$ cat src/rtl/cu_flush_seq.sv
// cu_flush_seq: commit-side flush/serialisation sequencer.
// Accepts one serialising event at a time (exception, mispredict, FENCE,
// FENCE.I, SFENCE.VMA). It then walks through pipeline flush, MSHR/register
// clears, memory drain, L1D->L2 sync and TLB flush, as the event requires.
//
// Ports:
//   clk_i, rst_i            clock, async active-high reset
//   ev_*                    event handshake and operands from commit
//   inflight_i              outstanding LSQ/d-cache operations
//   l2c_update_done_i       L1D->L2 update complete
//   flush_o/stall_o/abort_o pipeline control
//   clr_o                   clear strobes (0: L1 TLB MSHR, 1: L2 TLB MSHR, 2: d-MSHR/regs)
//   synch_l1dc_l2c_o        L1D->L2 sync request
//   L1TLB/L2TLB_flush_type_o, flush_asid_o, flush_page_o  TLB flush command
//   done_o                  end-of-sequence pulse
//   err_o                   sticky sync-timeout flag

package cu_flush_seq_pkg;
    typedef logic [4:0]  except_code_t;
    typedef logic [15:0] asid_t;
    typedef logic [26:0] vpn_t;

    typedef enum logic [1:0] {
        NoFlush   = 2'd0,
        FlushPage = 2'd1,
        FlushASID = 2'd2,
        FlushAll  = 2'd3
    } tlb_flush_e;

    typedef enum logic [2:0] {
        EV_EXCEPT     = 3'd0,
        EV_MISPRED    = 3'd1,
        EV_FENCE      = 3'd2,
        EV_FENCE_I    = 3'd3,
        EV_SFENCE_VMA = 3'd4
    } ev_type_e;

    localparam except_code_t E_I_ADDR_MISALIGNED   = 5'd0;
    localparam except_code_t E_I_ACCESS_FAULT      = 5'd1;
    localparam except_code_t E_ILLEGAL_INSTRUCTION = 5'd2;
    localparam except_code_t E_BREAKPOINT          = 5'd3;
    localparam except_code_t E_LD_ADDR_MISALIGNED  = 5'd4;
    localparam except_code_t E_LD_ACCESS_FAULT     = 5'd5;
    localparam except_code_t E_ST_ADDR_MISALIGNED  = 5'd6;
    localparam except_code_t E_ST_ACCESS_FAULT     = 5'd7;
    localparam except_code_t E_ENV_CALL_UMODE      = 5'd8;
    localparam except_code_t E_INSTR_PAGE_FAULT    = 5'd12;
    localparam except_code_t E_LD_PAGE_FAULT       = 5'd13;
    localparam except_code_t E_ST_PAGE_FAULT       = 5'd15;
endpackage

module cu_flush_seq
    import cu_flush_seq_pkg::*;
#(
    parameter int unsigned N_CLR        = 3,
    parameter int unsigned CNT_W        = 4,
    parameter int unsigned FLUSH_CYCLES = 1,
    parameter int unsigned SYNC_TIMEOUT = 256
) (
    input  logic             clk_i,
    input  logic             rst_i,
    input  logic             ev_valid_i,
    output logic             ev_ready_o,
    input  logic [2:0]       ev_type_i,
    input  except_code_t     ev_code_i,
    input  asid_t            ev_asid_i,
    input  vpn_t             ev_vpn_i,
    input  logic             ev_rs1_zero_i,
    input  logic             ev_rs2_zero_i,
    input  logic [CNT_W-1:0] inflight_i,
    input  logic             l2c_update_done_i,
    output logic             flush_o,
    output logic             stall_o,
    output logic             abort_o,
    output logic [N_CLR-1:0] clr_o,
    output logic             synch_l1dc_l2c_o,
    output tlb_flush_e       L1TLB_flush_type_o,
    output tlb_flush_e       L2TLB_flush_type_o,
    output asid_t            flush_asid_o,
    output vpn_t             flush_page_o,
    output logic             done_o,
    output logic             err_o
);

    typedef enum logic [2:0] {
        S_INIT, S_IDLE, S_FLUSH, S_DRAIN, S_SYNC, S_TLB, S_DONE
    } state_e;

    // Flush counter only needs to hold FLUSH_CYCLES-1; sync counter is
    // sized so that SYNC_TIMEOUT itself is representable.
    localparam int unsigned FC_W = (FLUSH_CYCLES > 1) ? $clog2(FLUSH_CYCLES) : 1;
    localparam int unsigned TO_W = (SYNC_TIMEOUT > 0) ? $clog2(SYNC_TIMEOUT + 1) : 1;
    localparam logic [FC_W-1:0] FC_LAST = FC_W'(FLUSH_CYCLES - 1);
    localparam logic [TO_W-1:0] TO_LAST = (SYNC_TIMEOUT > 0) ? TO_W'(SYNC_TIMEOUT - 1) : '0;

    state_e            state;
    ev_type_e          type_q;
    except_code_t      code_q;
    asid_t             asid_q;
    vpn_t              vpn_q;
    logic              rs1z_q;
    logic              rs2z_q;
    logic [FC_W-1:0]   flush_cnt;
    logic [TO_W-1:0]   sync_cnt;

    // Reserved type encodings fall back to EXCEPT.
    function automatic ev_type_e norm_type(input logic [2:0] t);
        return (t > 3'd4) ? EV_EXCEPT : ev_type_e'(t);
    endfunction

    function automatic logic [N_CLR-1:0] clr_sel(input ev_type_e t, input except_code_t c);
        logic [N_CLR-1:0] m;
        m = '0;
        case (t)
            EV_EXCEPT: begin
                case (c)
                    E_I_ADDR_MISALIGNED, E_I_ACCESS_FAULT, E_INSTR_PAGE_FAULT: begin
                        m[0] = 1'b1;
                        m[1] = 1'b1;
                    end
                    E_LD_ADDR_MISALIGNED, E_LD_ACCESS_FAULT, E_LD_PAGE_FAULT,
                    E_ST_ADDR_MISALIGNED, E_ST_ACCESS_FAULT, E_ST_PAGE_FAULT:
                        m[2] = 1'b1;
                    default: ;
                endcase
            end
            EV_FENCE_I: begin
                m[0] = 1'b1;
                m[1] = 1'b1;
            end
            EV_SFENCE_VMA: m = '1;
            default: ;
        endcase
        return m;
    endfunction

    function automatic logic abort_sel(input ev_type_e t, input except_code_t c);
        return (t == EV_EXCEPT) && (c == E_ILLEGAL_INSTRUCTION);
    endfunction

    // Outputs are registered alongside the state: each transition loads the
    // output values belonging to the state being entered.
    always_ff @(posedge clk_i or posedge rst_i) begin
        if (rst_i) begin
            state              <= S_INIT;
            type_q             <= EV_EXCEPT;
            code_q             <= '0;
            asid_q             <= '0;
            vpn_q              <= '0;
            rs1z_q             <= 1'b0;
            rs2z_q             <= 1'b0;
            flush_cnt          <= '0;
            sync_cnt           <= '0;
            ev_ready_o         <= 1'b0;
            flush_o            <= 1'b1;
            stall_o            <= 1'b0;
            abort_o            <= 1'b0;
            clr_o              <= '1;
            synch_l1dc_l2c_o   <= 1'b0;
            L1TLB_flush_type_o <= FlushAll;
            L2TLB_flush_type_o <= FlushAll;
            flush_asid_o       <= '0;
            flush_page_o       <= '0;
            done_o             <= 1'b0;
            err_o              <= 1'b0;
        end else begin
            ev_ready_o         <= 1'b0;
            flush_o            <= 1'b0;
            stall_o            <= 1'b0;
            abort_o            <= 1'b0;
            clr_o              <= '0;
            synch_l1dc_l2c_o   <= 1'b0;
            L1TLB_flush_type_o <= NoFlush;
            L2TLB_flush_type_o <= NoFlush;
            flush_asid_o       <= '0;
            flush_page_o       <= '0;
            done_o             <= 1'b0;

            case (state)
                S_INIT: begin
                    state      <= S_IDLE;
                    ev_ready_o <= 1'b1;
                end

                S_IDLE: begin
                    if (ev_valid_i) begin
                        state     <= S_FLUSH;
                        type_q    <= norm_type(ev_type_i);
                        code_q    <= ev_code_i;
                        asid_q    <= ev_asid_i;
                        vpn_q     <= ev_vpn_i;
                        rs1z_q    <= ev_rs1_zero_i;
                        rs2z_q    <= ev_rs2_zero_i;
                        flush_cnt <= FC_LAST;
                        flush_o   <= 1'b1;
                        stall_o   <= 1'b1;
                        clr_o     <= clr_sel(norm_type(ev_type_i), ev_code_i);
                        abort_o   <= abort_sel(norm_type(ev_type_i), ev_code_i);
                    end else begin
                        ev_ready_o <= 1'b1;
                    end
                end

                S_FLUSH: begin
                    if (flush_cnt == '0) begin
                        if (type_q == EV_EXCEPT || type_q == EV_MISPRED) begin
                            state  <= S_DONE;
                            done_o <= 1'b1;
                        end else begin
                            state   <= S_DRAIN;
                            stall_o <= 1'b1;
                        end
                    end else begin
                        flush_cnt <= flush_cnt - 1'b1;
                        flush_o   <= 1'b1;
                        stall_o   <= 1'b1;
                        clr_o     <= clr_sel(type_q, code_q);
                        abort_o   <= abort_sel(type_q, code_q);
                    end
                end

                S_DRAIN: begin
                    if (inflight_i == '0) begin
                        if (type_q == EV_FENCE) begin
                            state  <= S_DONE;
                            done_o <= 1'b1;
                        end else begin
                            state            <= S_SYNC;
                            sync_cnt         <= '0;
                            stall_o          <= 1'b1;
                            synch_l1dc_l2c_o <= 1'b1;
                        end
                    end else begin
                        stall_o <= 1'b1;
                    end
                end

                S_SYNC: begin
                    if (l2c_update_done_i ||
                        ((SYNC_TIMEOUT != 0) && (sync_cnt == TO_LAST))) begin
                        // A completion in the last allowed cycle is not an error.
                        if (!l2c_update_done_i)
                            err_o <= 1'b1;
                        if (type_q == EV_SFENCE_VMA) begin
                            state   <= S_TLB;
                            stall_o <= 1'b1;
                            if (rs1z_q) begin
                                if (rs2z_q) begin
                                    L1TLB_flush_type_o <= FlushAll;
                                    L2TLB_flush_type_o <= FlushAll;
                                end else begin
                                    L1TLB_flush_type_o <= FlushASID;
                                    L2TLB_flush_type_o <= FlushASID;
                                    flush_asid_o       <= asid_q;
                                end
                            end else begin
                                L1TLB_flush_type_o <= FlushPage;
                                L2TLB_flush_type_o <= FlushPage;
                                flush_page_o       <= vpn_q;
                                flush_asid_o       <= rs2z_q ? '0 : asid_q;
                            end
                        end else begin
                            state  <= S_DONE;
                            done_o <= 1'b1;
                        end
                    end else begin
                        sync_cnt         <= sync_cnt + 1'b1;
                        stall_o          <= 1'b1;
                        synch_l1dc_l2c_o <= 1'b1;
                    end
                end

                S_TLB: begin
                    state  <= S_DONE;
                    done_o <= 1'b1;
                end

                S_DONE: begin
                    state      <= S_IDLE;
                    ev_ready_o <= 1'b1;
                end

                default: begin
                    state              <= S_INIT;
                    flush_o            <= 1'b1;
                    clr_o              <= '1;
                    L1TLB_flush_type_o <= FlushAll;
                    L2TLB_flush_type_o <= FlushAll;
                end
            endcase
        end
    end

endmodule
$ cat config.mk
export PLATFORM = sky130hd
export DESIGN_NAME = cu_flush_seq
export DESIGN_NICKNAME = d
export VERILOG_FILES = /design/src/rtl/cu_flush_seq.sv
export SDC_FILE = /design/constraint.sdc
export NUM_CORES = 1
export LEC_CHECK = 0
export CORE_MARGIN = 2
export CORE_UTILIZATION = 44
export CTS_CLUSTER_SIZE = 20
export DETAILED_ROUTE_END_ITERATION = 7
export PLACE_DENSITY_LB_ADDON = 0.1
export SLEW_MARGIN = 20
export SYNTH_ARGS = -nofsm -noshare
export SYNTH_HDL_FRONTEND = slang
export SYNTH_SLANG_ARGS = --single-unit
$ cat constraint.sdc
create_clock -name clk_i -period 3.95 [get_ports clk_i]
set_clock_uncertainty 0.05 [all_clocks]
set_input_delay 0.79 -clock clk_i [delete_from_list [all_inputs] [get_ports clk_i]]
set_output_delay 0.79 -clock clk_i [all_outputs]
set_load 0.005 [all_outputs]
==> metrics.csv <==
stage,metric,value,unit
detailed_routing,routed len/inst,13.6,µm
worst_hold_path,Hold Path Depth,2,
layout,final non-filler cell area,6490,µm²
layout,Util after Layout,0.634,
pwr,PD cells,653,nW/µm²
floorplanning,row cnt,37,
synth,Yosys cell types,53,
pwr,VDD IR max,367,µV
critical_path,Crit Path Category,reg -> reg,
clocking,H-tree depth,4,
place,Cells after DPL,673,
layout,# nets final,620,
synth,cells after synthesis,439,
timing,Max-slew headroom,0.441,
timing,final setup margin,1.46,ns
synth,"Primary FF master, synth",dfrtp_1,
place,DPL Wire Length,6.34,mm
detailed_routing,Detailed Route WL,9.53,mm
floorplanning,die area,11300,µm²
layout,fillers,825,
critical_path,Worst R2R Path Depth,8,
clocking,CTS tree,built,
clocking,CTS root buf,clkbuf_8,
timing,actual slew at the worst max-slew pin,0.837,ns
timing,Fmax achieved,0.401,GHz
critical_path,required time worst endpoint,4.34,ns
floorplanning,DIE WIDTH,106,µm
synth,yosys warns,0,
synth,number of synthesized flops with an enable pin,0,
timing,worst hold slack,0.413,ns
place,Placed Area,5860,µm²
timing,Final period util,0.631,
timing,setup total negative slack,0,ns
layout,layout cells sized above 1,0.106,
layout,Area growth syn-to-layout,41.2,%
place,Place WS,1.06,ns
critical_path,CP max stage cell,nor2_2,
grt,Overflow after GRT,0,
critical_path,CP endpoint kind,flop,
synth,most used standard cell by instance count after synthesis,nand2_1,
grt,initial antenna violation count,0,
synth,"area leader, netlist",dfrtp_1,
critical_path,Crit Path Max Fanout,27,
critical_path,CP cell instances,ha_1 > nand3_1 > nor2_1 > ha_1 > nor2_1 > nand4b_1 > nor2_2 > and2_1,
place,I/O Buffers,117,
layout,Finished Layout Cells,703,
critical_path,CP peak stage delay,0.72,ns
pwr,total chip power,4.23,mW
clocking,post_cts resized,0,
grt,vias in the first global route,3238,
timing,"Hold Violations, Final",0,
floorplanning,num ports,118,
place,gp weighted congestion,0.780,
floorplanning,Die H,106,µm
detailed_routing,Iteration-0 DRC Markers,116,
synth,post-synth net total,503,
timing,endpoints failing setup,0,
grt,largest net degree at the start of global routing,41,
critical_path,CP Launch Type,flop,
clocking,worst skew pair latency,0.50,ns
critical_path,Worst EP arrival,2.88,ns
synth,top post-synthesis cells by area,"dfrtp_1, nand2_1, and2_1",
grt,Total Routing Usage GR,0.183,
synth,Mapped Avg Cell Area,10.5,µm²
clocking,Longest Clk Path Bufs,2,
detailed_routing,DRC viols,0,
timing,"Min Clock Period, post-route",2.49,ns
detailed_routing,DRT Pass-1 Iters,4,
worst_hold_path,HP Class,reg -> reg,
clocking,hold_buf cts,0,
floorplanning,core area,10200,µm²
floorplanning,initial core utilization,0.449,
timing,max-slew violations,0,
run_status,status,"complete, no violations",
clocking,clock sinks,114,
detailed_routing,Routed Antenna Nets,0,
clocking,TritonCTS Buffers,17,
synth,"FFs w/ async S/R, synth",1.00,
detailed_routing,via count,3343,
critical_path,Crit. path cell count,8,
critical_path,CP top delay family,simple AND/OR/NAND/NOR gates,
timing,RSZ-0062 raised after global routing,no,
critical_path,CP bufs+invs,0,
layout,number of diodes,0,
pwr,Leak,3.04,nW
job,max-cap violation count,0,
synth,register bit count reported by yosys,114,
grt,first-pass GRT wire length,16.0,mm
detailed_routing,DR vias/cell,4.76,
synth,Yosys top cell area share,0.594,
clocking,"Reg clk slew, reported paths",0.05,ns
clocking,Post-CTS Setup Bufs,0,
synth,register area share after synthesis,0.622,
synth,Netlist Area Pre-Place,4590,µm²
synth,Post-synth top cells,"nand2_1, dfrtp_1, and2_1",
[routing by layer]
layer | wire length [µm] | up-vias | global-route usage
met5 | 0 | - | 0
met1 | 4170 | 1594 | 0.241
met4 | 183 | 0 | 0.0695
li1 | - | 1638 | -
met3 | 519 | 19 | 0.0527
met2 | 4650 | 92 | 0.288
[worst register-to-register path, cell delays in order, from the launching register on]
cell      delay, ns
dfrtp_1        0.39
ha_1           0.26
nand3_1        0.10
nor2_1         0.12
ha_1           0.20
nor2_1         0.07
nand4b_1       0.30
nor2_2         0.72
and2_1         0.23
[flip-flops by register name, indices dropped and copies added (netlist names), 2 cells and up]
signal / flops
L2TLB_flush_type_o: 2
flush_page_o: 27
vpn_q: 27
flush_asid_o: 16
sync_cnt: 9
type_q: 3
state: 3
clr_o: 2
asid_q: 16
[kinds of logic (layout without fill, tap and decap cells)]
logic type               Yosys count  after routing  synth area share
adder cells (fa/ha/maj)            4              4            0.0120
XOR/XNOR                           7              7            0.0133
AND/OR/NAND/NOR                  245            245             0.262
flip-flops                       114            114             0.622
multiplexers                       3              3           0.00681
buffers and inverters             33            161            0.0360
AO/OA/AOI/OAI                     33             33            0.0474
[cell type report]
cell class / count / area [µm²] / area share
clock inverters: 9 / 154 / 0.0237
clock buffers: 21 / 469 / 0.0723
multi-input cells: 292 / 1580 / 0.243
repair buffers: 122 / 1220 / 0.188
well taps: 136 / 170 / 0.0262
flip-flops and latches: 114 / 2860 / 0.441
inverters: 9 / 36.3 / 0.00559
[final timing paths]
kind / from / end / slack [ns]
max: sync_cnt[0] / flush_page_o[17] / 1.46
min: asid_q[3] / asid_q[3] / 0.41
max reg2reg: sync_cnt[0] / flush_page_o[17] / 1.46
min reg2reg: asid_q[3] / asid_q[3] / 0.41
max in group asynchronous: rst_i / L2TLB_flush_type_o[1] / 2.39
min in group asynchronous: rst_i / sync_cnt[1] / 0.63
[placed cells by master, fill, tap and decap left out, drive strengths merged, types with 2 or more instances in the layout]
cell / count
nor4b: 2
o21ai: 12
a22o: 2
clkinv: 3
nor3: 4
nand2b: 4
and2: 43
clkdlybuf4s50: 117
buf: 5
clkbuf: 21
inv: 9
nand3: 8
bufinv: 4
o22ai: 3
o21a: 2
o31ai: 2
nor3b: 3
or2: 2
dfstp: 5
nor4: 6
dfrtp: 109
mux2i: 2
clkinvlp: 2
xnor2: 6
nand2: 145
ha: 2
nor2: 22
a21oi: 5
[report_power, final]
group	internal, mW	switching, mW	leakage (nW)
clock network	1.08	0.509	0.302
registers	1.50	0.237	1.49
logic	0.426	0.477	1.24
total	3.01	1.22	3.04
No activity file was read; power rests on OpenSTA's default activity.
